==> config.mk <==
export PLATFORM = sky130hd
export DESIGN_NAME = mem_arbiter
export DESIGN_NICKNAME = d
export VERILOG_FILES = /design/src/rtl/mem_arbiter.sv
export SDC_FILE = /design/constraint.sdc
export NUM_CORES = 1
export LEC_CHECK = 0
export ABC_CLOCK_PERIOD_IN_PS = 2670
export CORE_UTILIZATION = 48
export CTS_BUF_LIST = sky130_fd_sc_hd__clkbuf_2 sky130_fd_sc_hd__clkbuf_4 sky130_fd_sc_hd__clkbuf_8
export DETAILED_ROUTE_END_ITERATION = 10
export PLACE_DENSITY = 0.91
export SKIP_LAST_GASP = 1
export SYNTH_ARGS = -nofsm -noshare
export SYNTH_HDL_FRONTEND = slang
export SYNTH_SLANG_ARGS = --single-unit
==> constraint.sdc <==
create_clock -name clk -period 2.67 [get_ports clk]
set_clock_uncertainty 0.15 [all_clocks]
set_input_delay 0.4005 -clock clk [delete_from_list [all_inputs] [get_ports clk]]
set_output_delay 0.4005 -clock clk [all_outputs]
set_load 0.02 [all_outputs]
==> src/rtl/mem_arbiter.sv <==
// Merges the CPU fetch port and data port onto one registered physical memory port.
// Data wins ties, but a fetch is forced through after STARVE_LIMIT back-to-back data grants.
module mem_arbiter #(
  parameter int unsigned STARVE_LIMIT = 4
) (
  input  logic        clk,
  input  logic        rst,
  input  logic [31:0] imem_addr,
  input  logic        imem_read,
  output logic [31:0] imem_rdata,
  output logic        imem_resp,
  input  logic [31:0] dmem_addr,
  input  logic [31:0] dmem_wdata,
  input  logic        dmem_read,
  input  logic        dmem_write,
  input  logic [3:0]  dmem_byte_enable,
  output logic [31:0] dmem_rdata,
  output logic        dmem_resp,
  output logic [31:0] phys_addr,
  output logic [31:0] phys_wdata,
  output logic        phys_read,
  output logic        phys_write,
  output logic [3:0]  phys_byte_enable,
  input  logic [31:0] phys_rdata,
  input  logic        phys_resp
);

  // state  | meaning
  // IDLE   | no transaction; arbitrate on this edge
  // BUSY_I | fetch on the physical port, waiting for phys_resp
  // BUSY_D | load/store on the physical port, waiting for phys_resp
  typedef enum logic [1:0] {IDLE, BUSY_I, BUSY_D} state_t;

  localparam logic [3:0] LIMIT = 4'(STARVE_LIMIT);

  state_t      r_state;
  state_t      w_next;
  logic [3:0]  r_starve_cnt;
  logic [31:0] r_imem_rdata;
  logic [31:0] r_dmem_rdata;
  logic [31:0] r_phys_addr;
  logic [31:0] r_phys_wdata;
  logic        r_phys_read;
  logic        r_phys_write;
  logic [3:0]  r_phys_be;
  logic        w_dreq;
  logic        w_grant_d;
  logic        w_grant_i;
  logic        w_done;

  assign w_dreq = dmem_read | dmem_write;

  always_ff @(posedge clk or negedge rst) begin
    if (!rst) r_state <= IDLE;
    else      r_state <= w_next;
  end

  always_comb begin
    w_next     = r_state;
    w_grant_d  = 1'b0;
    w_grant_i  = 1'b0;
    w_done     = 1'b0;
    imem_resp  = 1'b0;
    dmem_resp  = 1'b0;
    imem_rdata = r_imem_rdata;
    dmem_rdata = r_dmem_rdata;
    case (r_state)
      IDLE: begin
        if (w_dreq && ((r_starve_cnt < LIMIT) || !imem_read)) begin
          w_grant_d = 1'b1;
          w_next    = BUSY_D;
        end else if (imem_read) begin
          w_grant_i = 1'b1;
          w_next    = BUSY_I;
        end
      end
      BUSY_I: begin
        if (phys_resp) begin
          w_done = 1'b1;
          w_next = IDLE;
          // An abandoned request still finishes on the bus but is not acknowledged.
          if (imem_read) begin
            imem_resp  = 1'b1;
            imem_rdata = phys_rdata;
          end
        end
      end
      BUSY_D: begin
        if (phys_resp) begin
          w_done = 1'b1;
          w_next = IDLE;
          if (w_dreq) begin
            dmem_resp  = 1'b1;
            dmem_rdata = phys_rdata;
          end
        end
      end
      default: w_next = IDLE;
    endcase
  end

  always_ff @(posedge clk or negedge rst) begin
    if (!rst) begin
      r_phys_addr  <= '0;
      r_phys_wdata <= '0;
      r_phys_read  <= 1'b0;
      r_phys_write <= 1'b0;
      r_phys_be    <= '0;
      r_imem_rdata <= '0;
      r_dmem_rdata <= '0;
      r_starve_cnt <= '0;
    end else begin
      if (w_grant_d) begin
        r_phys_addr  <= dmem_addr;
        r_phys_wdata <= dmem_wdata;
        r_phys_be    <= dmem_byte_enable;
        // Read and write together is illegal; the write takes precedence.
        r_phys_read  <= dmem_read & ~dmem_write;
        r_phys_write <= dmem_write;
      end else if (w_grant_i) begin
        r_phys_addr  <= {imem_addr[31:2], 2'b00};
        r_phys_wdata <= '0;
        r_phys_be    <= 4'hF;
        r_phys_read  <= 1'b1;
        r_phys_write <= 1'b0;
      end else if (w_done) begin
        r_phys_read  <= 1'b0;
        r_phys_write <= 1'b0;
      end

      if (imem_resp) r_imem_rdata <= phys_rdata;
      if (dmem_resp) r_dmem_rdata <= phys_rdata;

      if (r_state == IDLE) begin
        if (!imem_read || w_grant_i) begin
          r_starve_cnt <= '0;
        end else if (w_grant_d && (r_starve_cnt != 4'hF)) begin
          r_starve_cnt <= r_starve_cnt + 4'd1;
        end
      end
    end
  end

  assign phys_addr        = r_phys_addr;
  assign phys_wdata       = r_phys_wdata;
  assign phys_read        = r_phys_read;
  assign phys_write       = r_phys_write;
  assign phys_byte_enable = r_phys_be;

endmodule

# ---- Word level (Yosys, flattened, before mapping)
# Index checks and enable logic that the tools add are counted.
dict set report op_classes {
  addsub 1
  n_lt_le_gt_ge 1
  n_eq_ne 5
  n_mux 35
  bitwise_logic 3
  n_reduce_logical 12
}
# op count
set ops {}
lappend ops {{$mux W32} 10}
lappend ops {{$mux W1} 17}
lappend ops {{$mux W4} 4}
lappend ops {{$mux W2} 3}
lappend ops {{$add A4 B1 Y4 const B} 1}
lappend ops {{$lt A4 B3 Y1 const B} 1}
lappend ops {{$ne A4 B4 Y1 const B} 1}
lappend ops {{$pmux W2 S2} 1}
lappend ops {{$reduce_and A2 Y1} 2}
lappend ops {{$reduce_bool A2 Y1} 2}
lappend ops {{$ne A3 B3 Y1 const B} 1}
lappend ops {{$reduce_bool A3 Y1} 1}
lappend ops {{$eq A2 B1 Y1 const B} 1}
lappend ops {{$eq A2 B2 Y1 const B} 1}
lappend ops {{$logic_and A1 B1 Y1} 2}
lappend ops {{$logic_not A2 Y1} 1}
lappend ops {{$logic_or A1 B1 Y1} 2}
lappend ops {{$ne A2 B1 Y1 const B} 1}
lappend ops {{$reduce_or A2 Y1} 1}
lappend ops {{$and A1 B1 Y1} 1}
lappend ops {{$logic_not A1 Y1} 1}
lappend ops {{$not A1 Y1} 1}
lappend ops {{$or A1 B1 Y1} 1}
dict set report word_totals {
  regBits 140
  in_bits 138
  output_inout_bits 136
  wordCells 66
}

# ---- Logic depth before layout (Yosys ltp)
dict set report depth {
  word_depth 8
  ltp_mapped 7
  ltp_nobuf 5
}

# ---- Worst setup path after synthesis
# OpenSTA, ideal clock, no wires.
dict set report synth_path {
  path_kind {input-to-output}
  from {input imem_read}
  to {output imem_rdata[0]}
  arrival_time_ps 1456
  required_time_ps 2119
  setup_slack_ps 664
  path_stages 5
  n_path_buf 3
  cell_sequence {buf_2 > nand3_1 > buf_2 > buf_2 > mux2_2}
}
dict set report synth_via {
  elab_chain_cells 3
}
# item line
set synth_lines {}
lappend synth_lines {{start, declared} 9} ;# input logic imem_read,
lappend synth_lines {{$mux W32} 82} ;# if (imem_read) begin
lappend synth_lines {{$mux W32} 78} ;# if (phys_resp) begin
lappend synth_lines {{$mux W32} 67} ;# case (r_state)
lappend synth_lines {{end, declared} 10} ;# output logic [31:0] imem_rdata,
# Every way passes these cells.

# ---- Worst setup path after layout
dict set report layout_path {
  from {register r_state[1]}
  to {output imem_rdata[16]}
}
dict set report layout_via {
  elab_chain_cells 2
}
# item line
set layout_lines {}
lappend layout_lines {{start, declared} 36} ;# state_t r_state;
lappend layout_lines {{start signal, assigned} 55} ;# else r_state <= w_next;
lappend layout_lines {{$eq A2 B1 Y1} 67}
lappend layout_lines {{$mux W32} 67}
# Every way passes these cells.

==> flow_metrics.tcl <==
set metrics [dict create \
    status "finished with violations" \
    violations "negative setup slack" \
    p_switching_mw 4.85 \
    synth_area_sq_um 6560 \
    min_period_ns 2.71 \
    drc 0 \
    p_leak_nw 4.66 \
    yosysSeqAreaShare_pct 53.4 \
    finalWirelength_microns 19500 \
    grt_usage_pct 28.3 \
    utilization_pct 76.9 \
    final_nets 943 \
    worst_ir_drop_vdd_mv 0.657 \
    place_congestion 0.785 \
    rrSetupSlack_ns 0.49 \
    dieArea_sq_um 14100 \
    final_common_cell "clkdlybuf4s50_1" \
    tightestPinTransition_ns 0.996 \
    final_cell_mix "clkdlybuf4s50_1 (204), dfrtp_1 (140), mux2_2 (79)" \
    clk_path_buf_depth 2 \
    clkLatencyLatePin_ns 0.45 \
    switching_share_pct 38.3 \
    syn_nets 646 \
    dp_cells 948 \
    yosysWarningCount 0 \
    synth_top_area_share_pct 53.4 \
    fin_cells 991 \
    cp-start-kind "flip-flop" \
    io_buffers 271 \
    tns_ns -0.878 \
    drtPass1Iterations 5 \
    hpwl_microns 13400 \
    synth_seq_cells 140 \
    wl_per_cell_microns 19.7 \
    criticalPathCategory "flip-flop to output pin" \
    combPwrFrac_pct 55.1 \
    fin_ws_ns -0.0418 \
    finalSetupViolCount 40 \
    timing.final.crit_share_pct 102 \
    maxCapViolations 0 \
    synth_cell_type_count 32 \
    cts_root_buffer "clkbuf_8" \
    initial_core_util_pct 49.3 \
    worst_setup_path_end_kind "output pin" \
    hold_class "flip-flop to flip-flop" \
    syn_area_per_cell_sq_um 13.0 \
    powerDensity_nw_per_um2 1240 \
    synth_cells 504 \
    synth_top_area_cell "dfrtp_1" \
    cts_tree "built" \
    vias_per_cell 5.48 \
    drive_gt1_share_pct 31.6 \
    rsz0062_at_grt "true" \
    grt_pass1_vias 5695 \
    grt_pass1_wl_microns 30500 \
    hold_viol_final 0 \
    grt_max_degree 69 \
    clock.fmax_mhz 369 \
    rows 42 \
    synthTopCellsByArea "dfrtp_1 (53%), mux2_2 (14%), mux2_4 (11%)" \
    syn_to_final_growth_pct 55.8 \
    cp.required_ns 2.12 \
    num_vias 5431 \
    p_int_mw 7.80 \
    arrival_ns 2.16 \
    max-slew-margin-rel_pct 33.6 \
    overflow 0 \
    clkPwrFrac_pct 15.0 \
    clkTransAtPathRegs_ns 0.07 \
    slew_violations 0 \
    drt_iter0_markers 266 \
    die_x_microns 119 \
    detail-route-antenna-nets 0 \
    cts.sinks 140 \
    cp_max_fo 11 \
    antenna_found_initial 1 \
    fp.coreArea_sq_um 13300 \
    io_pins 274 \
    p_seq_share_pct 29.9 \
    fp.dieH_microns 119 \
    htreeDepth 4 \
    cts_made_buffers 17 \
    fillerInstances 797 \
]
worst paths after layout:
path | start | endpoint | cells past startpoint
worst max-delay path | r_state[1]$_DFFE_PN0P_ | imem_rdata[16] | 6
worst min-delay path | r_starve_cnt[0]$_DFFE_PN0P_ | r_starve_cnt[0]$_DFFE_PN0P_ | 1
worst max register to register | r_starve_cnt[2]$_DFFE_PN0P_ | phys_byte_enable[1]$_DFFE_PN0P_ | 3
worst min register to register | r_starve_cnt[0]$_DFFE_PN0P_ | r_starve_cnt[0]$_DFFE_PN0P_ | 1
max in group asynchronous | rst | r_dmem_rdata[13]$_DFFE_PN0P_ | 3
min in group asynchronous | rst | r_imem_rdata[2]$_DFFE_PN0P_ | 2
timing repair:
item                                   CTS  global route
setup endpoints to repair               66            65
resized for setup                      128            25
endpoints found under the hold margin   65             0
cloned                                   2             1
hold buffers                             1             0
setup buffers                            6             0
per-layer routing:
layer	vias up	GRT usage, %	wire (microns)	share of wire, %
met3	53	7.90	1260	6.4
met4	0	13.5	692	3.5
met1	2673	30.9	7190	37
li1	2451	-	-	-
met5	-	0	0	0
met2	254	50.5	10400	53
logic make-up after synthesis:
group | synth area share [%]
multiplexers | 25.3
buffers and inverters | 3.70
flip-flops | 53.4
AO/OA/AOI/OAI | 11.8
AND/OR/NAND/NOR | 5.06
adder cells (fa/ha/maj) | 0.763
final cells by class:
cell class,count,area (sq um),share of cell area [%]
timing repair buffer,318,3190,31.2
sequential,140,3500,34.3
tap,176,220,2.15
clock inverter,11,166,1.63
inverter,6,22.5,0.220
clock buffer,21,277,2.71
antenna,1,2.50,0.0245
multi-input combinational,318,2840,27.8
synthesized netlist by cell type (all sizes together):
cell type / instances
mux2: 129
mux2i: 2
a22o: 36
a31oi: 30
a32o: 1
o2bb2ai: 1
o31a: 1
or3b: 1
nor2b: 2
inv: 6
or2: 1
nand2: 2
clkbuf: 13
nor3: 1
a21oi: 3
o21ai: 33
buf: 27
o21a: 2
nor2: 31
o32a: 1
ha: 4
o22a: 4
nand3: 33
dfrtp: 140
critical path: stages, from the launching register on:
cell	delay (ns)
dfrtp_1	0.39
inv_1	0.10
ha_1	0.20
nand3_4	0.16
clkbuf_16	0.24
mux2_2	0.28
dlygate4sd2_1	0.33
flip-flops by register name, summed over array words and instances, names as in the netlist, 2 cells and up:
register          count
r_state               2
phys_addr            32
r_dmem_rdata         32
phys_byte_enable      4
phys_wdata           32
r_imem_rdata         32
r_starve_cnt          4
power groups by stage:
stage               combinational, mW  clock, mW  sequential, mW
floorplan                        3.46          0            4.27
global placement                 6.93          0            3.69
detailed placement               7.16          0            3.78
CTS                              7.00       1.92            3.77
global route                     7.36       2.02            3.88
finish                           6.97       1.89            3.79
through the flow:
stage	hold slack (ns)	setup WS (ns)	power, mW	area (sq um)
2_1_floorplan	-0.0451	0.664	7.73	6560
3_3_place_gp	0.284	-0.206	10.6	9670
3_5_place_dp	0.298	-0.266	10.9	9670
4_1_cts	0.332	-0.119	12.7	10200
5_1_grt	0.352	-0.141	13.3	10200
6_report	0.345	-0.0418	12.6	10200
No activity file was read; power rests on OpenSTA's default activity.
